--- config.mk ---
export PLATFORM = sky130hd
export DESIGN_NAME = ft6_stream_writer_flat
export DESIGN_NICKNAME = d
export VERILOG_FILES = /design/src/rtl/ft6_pkg.sv /design/src/rtl/ft6_stream_writer_if.sv /design/src/rtl/ft6_out_slot.sv /design/src/rtl/ft6_stream_writer.sv /design/src/flat_wrapper.sv
export SDC_FILE = /design/constraint.sdc
export NUM_CORES = 1
export LEC_CHECK = 0
export ABC_CLOCK_PERIOD_IN_PS = 5600
export CORE_MARGIN = 5
export CORE_UTILIZATION = 54
export CTS_BUF_LIST = sky130_fd_sc_hd__clkbuf_16
export DETAILED_ROUTE_END_ITERATION = 10
export GPL_TIMING_DRIVEN = 0
export PLACE_DENSITY = 0.9
export SLEW_MARGIN = 30
export SYNTH_ARGS = -nofsm -noshare
export SYNTH_HDL_FRONTEND = slang
export SYNTH_SLANG_ARGS = --single-unit
--- constraint.sdc ---
create_clock -name ft6_clk -period 5.6 [get_ports ft6_clk]
set_input_delay 1.68 -clock ft6_clk [delete_from_list [all_inputs] [get_ports ft6_clk]]
set_output_delay 1.68 -clock ft6_clk [all_outputs]
set_load 0.02 [all_outputs]
--- src/rtl/ft6_pkg.sv ---
// Shared types and constants for the FT601/FT600 245-synchronous-FIFO write engine.
package ft6_pkg;

    // Write engine states
    typedef enum logic [1:0] {
        IDLE     = 2'd0,
        TXE_WAIT = 2'd1,
        WR_DATA  = 2'd2,
        GAP      = 2'd3
    } ft6_state_t;

    // Default number of wr_n-high cycles inserted after every burst
    localparam int FT6_GAP_DEFAULT = 2;

    // The only bus widths the FT600 (16) and FT601 (32) support
    localparam int FT6_WIDTH_NARROW = 16;
    localparam int FT6_WIDTH_WIDE   = 32;

    function automatic bit ft6_width_ok(input int width);
        return (width == FT6_WIDTH_NARROW) || (width == FT6_WIDTH_WIDE);
    endfunction

endpackage

--- src/rtl/ft6_stream_writer_if.sv ---
// Upstream valid/ready word stream feeding the FT6 write engine.
// master = sample packer side, slave = ft6_stream_writer side.
interface ft6_stream_writer_if #(
    parameter int DATA_W = 32,
    parameter int BE_W   = DATA_W / 8
);
    logic [DATA_W-1:0] s_data;
    logic [BE_W-1:0]   s_be;
    logic              s_last;
    logic              s_valid;
    logic              s_ready;

    modport master (output s_data, s_be, s_last, s_valid, input s_ready);
    modport slave  (input s_data, s_be, s_last, s_valid, output s_ready);
endinterface

--- src/rtl/ft6_out_slot.sv ---
// Single-word output register for the FT6 pads. A word stays here until the
// FT6 FIFO accepts it, so a word refused by TXE is replayed, never lost.
module ft6_out_slot #(
    parameter int DATA_W = 32,
    parameter int BE_W   = DATA_W / 8
) (
    input  logic              clk,
    input  logic              rst_n,
    input  logic              load,
    input  logic              clear,
    input  logic [DATA_W-1:0] load_data,
    input  logic [BE_W-1:0]   load_be,
    input  logic              load_last,
    output logic [DATA_W-1:0] data,
    output logic [BE_W-1:0]   be,
    output logic              last,
    output logic              valid
);

    // Load wins over clear; with neither the held word is kept for replay
    always_ff @(posedge clk or negedge rst_n) begin
        if (!rst_n) begin
            data  <= '0;
            be    <= '1;
            last  <= 1'b0;
            valid <= 1'b0;
        end else if (load) begin
            data  <= load_data;
            be    <= load_be;
            last  <= load_last;
            valid <= 1'b1;
        end else if (clear) begin
            valid <= 1'b0;
        end
    end

endmodule

--- src/rtl/ft6_stream_writer.sv ---
// FT601/FT600 245-synchronous-FIFO write engine: drains an upstream word
// stream onto the FT6 bus in bursts with lossless TXE back-pressure.
// Optional build macro FT6_TEST_PATTERN_EN adds a test_mode input that
// replaces the upstream stream with an incrementing byte pattern.
module ft6_stream_writer
    import ft6_pkg::*;
#(
    parameter int DATA_W    = 32,
    parameter int BE_W      = DATA_W / 8,
    parameter int BURST_MAX = 1024,
    parameter int GAP_CYC   = FT6_GAP_DEFAULT
) (
    input  logic                  ft6_clk,
    input  logic                  ft6_rst_n,
    input  logic                  enable,
    ft6_stream_writer_if.slave    s,
`ifdef FT6_TEST_PATTERN_EN
    input  logic                  test_mode,
`endif
    input  logic                  ft6_txe_n,
    output logic                  ft6_wr_n,
    output logic [DATA_W-1:0]     ft6_data,
    output logic [BE_W-1:0]       ft6_be,
    output logic                  ft6_data_oe,
    output logic                  busy,
    output logic [31:0]           words_sent,
    output logic [15:0]           stall_count
);

    localparam int BC_W = $clog2(BURST_MAX + 1);

    if (!ft6_width_ok(DATA_W)) begin : g_bad_width
        $error("ft6_stream_writer: DATA_W must be 16 or 32");
    end

    ft6_state_t        state;
    ft6_state_t        state_next;
    logic [BC_W-1:0]   burst_cnt;
    logic [15:0]       gap_cnt;

    logic              acc;
    logic              at_limit;
    logic              end_pending;
    logic              room;
    logic              load;
    logic              clear;
    logic              slot_valid_next;
    logic [DATA_W-1:0] load_data;
    logic [BE_W-1:0]   load_be;
    logic              load_last;

    logic [DATA_W-1:0] slot_data;
    logic [BE_W-1:0]   slot_be;
    logic              slot_last;
    logic              slot_valid;

`ifdef FT6_TEST_PATTERN_EN
    logic [7:0]        pat_cnt;
`endif

    ft6_out_slot #(
        .DATA_W (DATA_W),
        .BE_W   (BE_W)
    ) u_slot (
        .clk       (ft6_clk),
        .rst_n     (ft6_rst_n),
        .load      (load),
        .clear     (clear),
        .load_data (load_data),
        .load_be   (load_be),
        .load_last (load_last),
        .data      (slot_data),
        .be        (slot_be),
        .last      (slot_last),
        .valid     (slot_valid)
    );

    assign ft6_data = slot_data;
    assign ft6_be   = slot_valid ? slot_be : {BE_W{1'b1}};

    // Handshake, slot control and next state; a word that would end the burst blocks preloading
    always_comb begin
        acc         = ~ft6_wr_n & ~ft6_txe_n;
        at_limit    = (burst_cnt == BC_W'(BURST_MAX - 1));
        end_pending = slot_valid & (slot_last | at_limit);
        room        = (state == WR_DATA) & ~ft6_txe_n & enable
                    & (~slot_valid | acc) & ~end_pending;
`ifdef FT6_TEST_PATTERN_EN
        s.s_ready   = room & ~test_mode;
        load        = room & (test_mode | s.s_valid);
        load_data   = test_mode ? {BE_W{pat_cnt}} : s.s_data;
        load_be     = test_mode ? {BE_W{1'b1}} : s.s_be;
        load_last   = ~test_mode & s.s_last;
`else
        s.s_ready   = room;
        load        = room & s.s_valid;
        load_data   = s.s_data;
        load_be     = s.s_be;
        load_last   = s.s_last;
`endif
        clear           = acc & ~load;
        slot_valid_next = load | (slot_valid & ~acc);

        state_next = state;
        case (state)
            IDLE:     if (enable && !ft6_txe_n) state_next = TXE_WAIT;
            TXE_WAIT: state_next = WR_DATA;
            WR_DATA:  if (ft6_txe_n || (acc && (slot_last || at_limit)) ||
                          (!enable && !slot_valid)) state_next = GAP;
            GAP:      if (gap_cnt == 16'(GAP_CYC - 1)) state_next = IDLE;
            default:  state_next = IDLE;
        endcase
    end

    // FSM with registered bus strobe, pad drive enable and busy flag
    always_ff @(posedge ft6_clk or negedge ft6_rst_n) begin
        if (!ft6_rst_n) begin
            state       <= IDLE;
            ft6_wr_n    <= 1'b1;
            ft6_data_oe <= 1'b0;
            busy        <= 1'b0;
            burst_cnt   <= '0;
            gap_cnt     <= '0;
        end else begin
            state       <= state_next;
            ft6_wr_n    <= ~((state_next == WR_DATA) & slot_valid_next);
            ft6_data_oe <= (state_next != IDLE);
            busy        <= (state_next != IDLE);
            if (state_next == TXE_WAIT) begin
                burst_cnt <= '0;
            end else if (acc) begin
                burst_cnt <= burst_cnt + BC_W'(1);
            end
            gap_cnt     <= (state == GAP) ? gap_cnt + 16'd1 : 16'd0;
        end
    end

    // Status counters: accepted words (wrapping) and TXE-ended bursts (saturating)
    always_ff @(posedge ft6_clk or negedge ft6_rst_n) begin
        if (!ft6_rst_n) begin
            words_sent  <= '0;
            stall_count <= '0;
        end else begin
            if (acc) begin
                words_sent <= words_sent + 32'd1;
            end
            if ((state == WR_DATA) && ft6_txe_n && (stall_count != 16'hFFFF)) begin
                stall_count <= stall_count + 16'd1;
            end
        end
    end

`ifdef FT6_TEST_PATTERN_EN
    // Pattern byte advances each time a pattern word enters the slot
    always_ff @(posedge ft6_clk or negedge ft6_rst_n) begin
        if (!ft6_rst_n) begin
            pat_cnt <= '0;
        end else if (load && test_mode) begin
            pat_cnt <= pat_cnt + 8'd1;
        end
    end
`endif

endmodule

--- src/flat_wrapper.sv ---
// flat-port wrapper written by rule: the top's interface ports become plain ports
module ft6_stream_writer_flat import ft6_pkg::*;
#(
    parameter int DATA_W    = 32,
    parameter int BE_W      = DATA_W / 8,
    parameter int BURST_MAX = 1024,
    parameter int GAP_CYC   = FT6_GAP_DEFAULT
)
  (ft6_clk, ft6_rst_n, enable, ft6_txe_n, ft6_wr_n, ft6_data, ft6_be, ft6_data_oe, busy, words_sent, stall_count, s_s_data, s_s_be, s_s_last, s_s_valid, s_s_ready);
  ft6_stream_writer_if #(.DATA_W(DATA_W), .BE_W(BE_W)) s_i ();
  input  logic ft6_clk;
  input  logic ft6_rst_n;
  input  logic enable;
  input  logic ft6_txe_n;
  output logic ft6_wr_n;
  output logic [DATA_W-1:0] ft6_data;
  output logic [BE_W-1:0] ft6_be;
  output logic ft6_data_oe;
  output logic busy;
  output logic [31:0] words_sent;
  output logic [15:0] stall_count;
  input wire logic [$bits(s_i.s_data)-1:0] s_s_data;
  input wire logic [$bits(s_i.s_be)-1:0] s_s_be;
  input wire logic [$bits(s_i.s_last)-1:0] s_s_last;
  input wire logic [$bits(s_i.s_valid)-1:0] s_s_valid;
  output wire logic [$bits(s_i.s_ready)-1:0] s_s_ready;
  assign s_i.s_data = s_s_data;
  assign s_i.s_be = s_s_be;
  assign s_i.s_last = s_s_last;
  assign s_i.s_valid = s_s_valid;
  assign s_s_ready = s_i.s_ready;
  ft6_stream_writer #(.DATA_W(DATA_W), .BE_W(BE_W), .BURST_MAX(BURST_MAX), .GAP_CYC(GAP_CYC)) u_core (.ft6_clk(ft6_clk), .ft6_rst_n(ft6_rst_n), .enable(enable), .s(s_i), .ft6_txe_n(ft6_txe_n), .ft6_wr_n(ft6_wr_n), .ft6_data(ft6_data), .ft6_be(ft6_be), .ft6_data_oe(ft6_data_oe), .busy(busy), .words_sent(words_sent), .stall_count(stall_count));
endmodule
==> impl_metrics.ini <==
[layout]
nets = 648
antenna_cells = 0
area_delta_synth_final_pct = 38.9
drive_gt1_frac = 0.161
instances_no_fill = 747
fin_util = 0.763

[sta]
period_share = 0.885
slew_viol_final = 0
max_slew_margin = 0.430
fmax_mhz = 202
setup_viol = 0
rsz0062_at_grt = no
worst_pin_slew_ns = 0.843
clock_skew_ns = 0.00916
period_needed_ns = 4.96
hold_violations = 0

[global_routing]
grt_max_degree = 89
grt_pass1_vias = 4593
grt.overflow.total = 0
antenna_found_initial = 0
grt_pass1_wl_um = 21900
grt_use_total = 0.239

[power]
p_seq_frac = 0.363
p_per_area_mw_per_mm2 = 463
switching_power_mw = 1.13
p_leak_nw = 3.15
clkPwrFrac = 0.307
intPower_mw = 2.31
pwr-share-comb = 0.330
peakVddDrop_mv = 0.337
power_switching_share = 0.328

[place]
dp_hpwl_um = 9130
dpl.cell_count = 715
gp_congestion = 0.884
port_buffers = 129

[min_path]
hold_path.class = reg2reg

[synthesis]
synth.most_common_cell = dfrtp_1
synth_common_cells = 112 x dfrtp_1, 43 x xnor2_1, 34 x nor2_1
synth_area_leaders = dfrtp_1 52%, xnor2_1 7.0%, mux2_4 5.1%, mux2_2 4.2%, nand4_1 3.4%
netlist_instances = 452
synth_edf_count = 0
yosys_warnings = 0
async_flop_share = 1.00
yosysTopAreaCell = dfrtp_1
syn_area_per_cell_um2 = 11.8
ys_types = 48
ys.flop_type = dfrtp_1
yosysTopAreaCellShare = 0.524
yosysSeqAreaShare = 0.549
yosys_register_bits = 117
syn-num-nets = 499
syn_area_mm2 = 0.00535

[setup_path]
rr_worst_depth = 7
rrSetupSlack_ns = 3.31
required_ns = 3.92
worstSetupPathType = in2out
cp.arrival_ns = 3.28
endpoint = s_s_ready
timing.rr.end = u_core.u_slot.data[15]$_DFFE_PN0P_
worstSetupStartpoint = ft6_txe_n
cp_max_fo = 4
startpoint_type = input port
r2r-start = u_core.burst_cnt[0]$_DFFE_PN0P_
end_kind = primary output

[floorplan]
initial_utilization = 0.549
die_area_mm2 = 0.0120
die_height_um = 109
core.rowCount = 36
fp.dieW_um = 109
io_pins = 130
core_region_area_mm2 = 0.00973

[detailed_routing]
drcViolationCount = 0
wire_per_inst_um = 17.9
drtIter0Drc = 233
drt_wl_total_um = 13400
drt_pass1_iterations = 4
vias = 4169
routed_via_density = 5.58
ant_nets = 0

[clocking]
clock-sinks = 117
cts_buffers = 17
htreeDepth = 4
ctsResizeCount = 0
cts_max_path_buffers = 2
hold_buffers = 0
root_buffer = clkbuf_16
clk_pin_slew_worst_paths_ns = 0.05
clkLatencyLatePin_ns = 0.41
cts_setup_buffers = 0
cts_tree = done

[flow_run]
cap_viol_max_count = 0

[run_status]
status = completed
==> final cells by class <==
type	instances	area, um^2
Tap cell	133	166
Inverter	5	18.8
Clock buffer	17	425
Fill cell	605	2310
Timing Repair Buffer	130	1320
Buffer	14	88.8
Sequential cell	117	2930
Clock inverter	15	156
Multi-Input combinational cell	316	2310
==> worst max-delay path, stage by stage <==
cell and delay (ns):
clkdlybuf4s50_1 0.46, nand2b_1 0.22, nor3_1 0.26, clkdlybuf4s50_1 0.65
==> flip-flops by register name, indices dropped and copies added (netlist names) <==
signal and flops:
u_core.gap_cnt 16, u_core.stall_count 16, u_core.state 2, u_core.words_sent 32, u_core.u_slot.be 4, u_core.burst_cnt 11
u_core.u_slot.data 32, u_core.ft6_data_oe 1, u_core.u_slot.last 1, u_core.u_slot.valid 1, u_core.ft6_wr_n 1
==> stage by stage <==
stage	TNS (ns)	power [mW]	worst slack [ns]	hold slack (ns)	instance area [um^2]
2_1_floorplan	0	1.85	1.56	0.474	5350
3_3_place_gp	-160.83	2.33	-1.44	0.483	6800
3_5_place_dp	0	2.38	0.619	0.491	6840
4_1_cts	0	3.46	0.615	0.474	7420
5_1_grt	0	3.59	0.560	0.517	7420
6_report	0	3.44	0.642	0.471	7420
==> power by group through the flow <==
stage | Sequential [mW] | Clock (mW) | Combinational [mW]
finish | 1.25 | 1.05 | 1.13
global route | 1.28 | 1.10 | 1.21
CTS | 1.25 | 1.06 | 1.15
detailed placement | 1.25 | 0 | 1.13
global placement | 1.23 | 0 | 1.10
floorplan | 1.41 | 0 | 0.438
==> layout by cell type (no fill, tap or decap), types with 6 or more instances in the layout <==
master and count:
clkdlybuf4s50_1 128, dfrtp_1 112, xnor2_1 43, nor2_1 34
nand2_1 30, nand4_1 29, nand3_1 25, xor2_1 20
mux2_2 20, mux2_4 18, clkbuf_16 17, nor3_1 10
o21ai_0 10, and3_1 9, nor4_1 7, clkinvlp_4 7
nand2b_1 6, a21oi_1 6
==> worst min path at each step <==
| stage | start | to | slack, ns | cells past startpoint |
|---|---|---|---|---|
| after floorplan | u_core.gap_cnt[0]$_DFF_PN0_ | u_core.gap_cnt[0]$_DFF_PN0_ | 0.47 | 1 |
| after global placement | u_core.words_sent[27]$_DFFE_PN0P_ | u_core.words_sent[27]$_DFFE_PN0P_ | 0.48 | 1 |
| after detailed placement | u_core.words_sent[30]$_DFFE_PN0P_ | u_core.words_sent[30]$_DFFE_PN0P_ | 0.49 | 1 |
| after CTS | u_core.words_sent[31]$_DFFE_PN0P_ | u_core.words_sent[31]$_DFFE_PN0P_ | 0.47 | 1 |
| after global routing | u_core.words_sent[31]$_DFFE_PN0P_ | u_core.words_sent[31]$_DFFE_PN0P_ | 0.52 | 1 |
| final | u_core.words_sent[31]$_DFFE_PN0P_ | u_core.words_sent[31]$_DFFE_PN0P_ | 0.47 | 1 |
==> cells by family (layout without fill, tap and decap cells) <==
kind of cell,count (synthesis),count (layout),share of synthesized area
DFF,117,117,0.549
buffers and inverters,19,181,0.0201
and+or+nand+nor,181,181,0.189
adders and majority gates,5,5,0.0117
xor gates and xnor gates,63,63,0.103
AOI/OAI and AO/OA,29,29,0.0342
muxes,38,38,0.0927
==> layer usage <==
metal,vias up,wire length [um],part of all wire,GRT usage
li1,1908,-,-,-
met1,2075,5000,0.37,0.261
met2,146,7130,0.53,0.413
met3,40,834,0.062,0.0763
met4,0,425,0.032,0.124
met5,-,0,0,0
(Power assumes the default switching activity.)
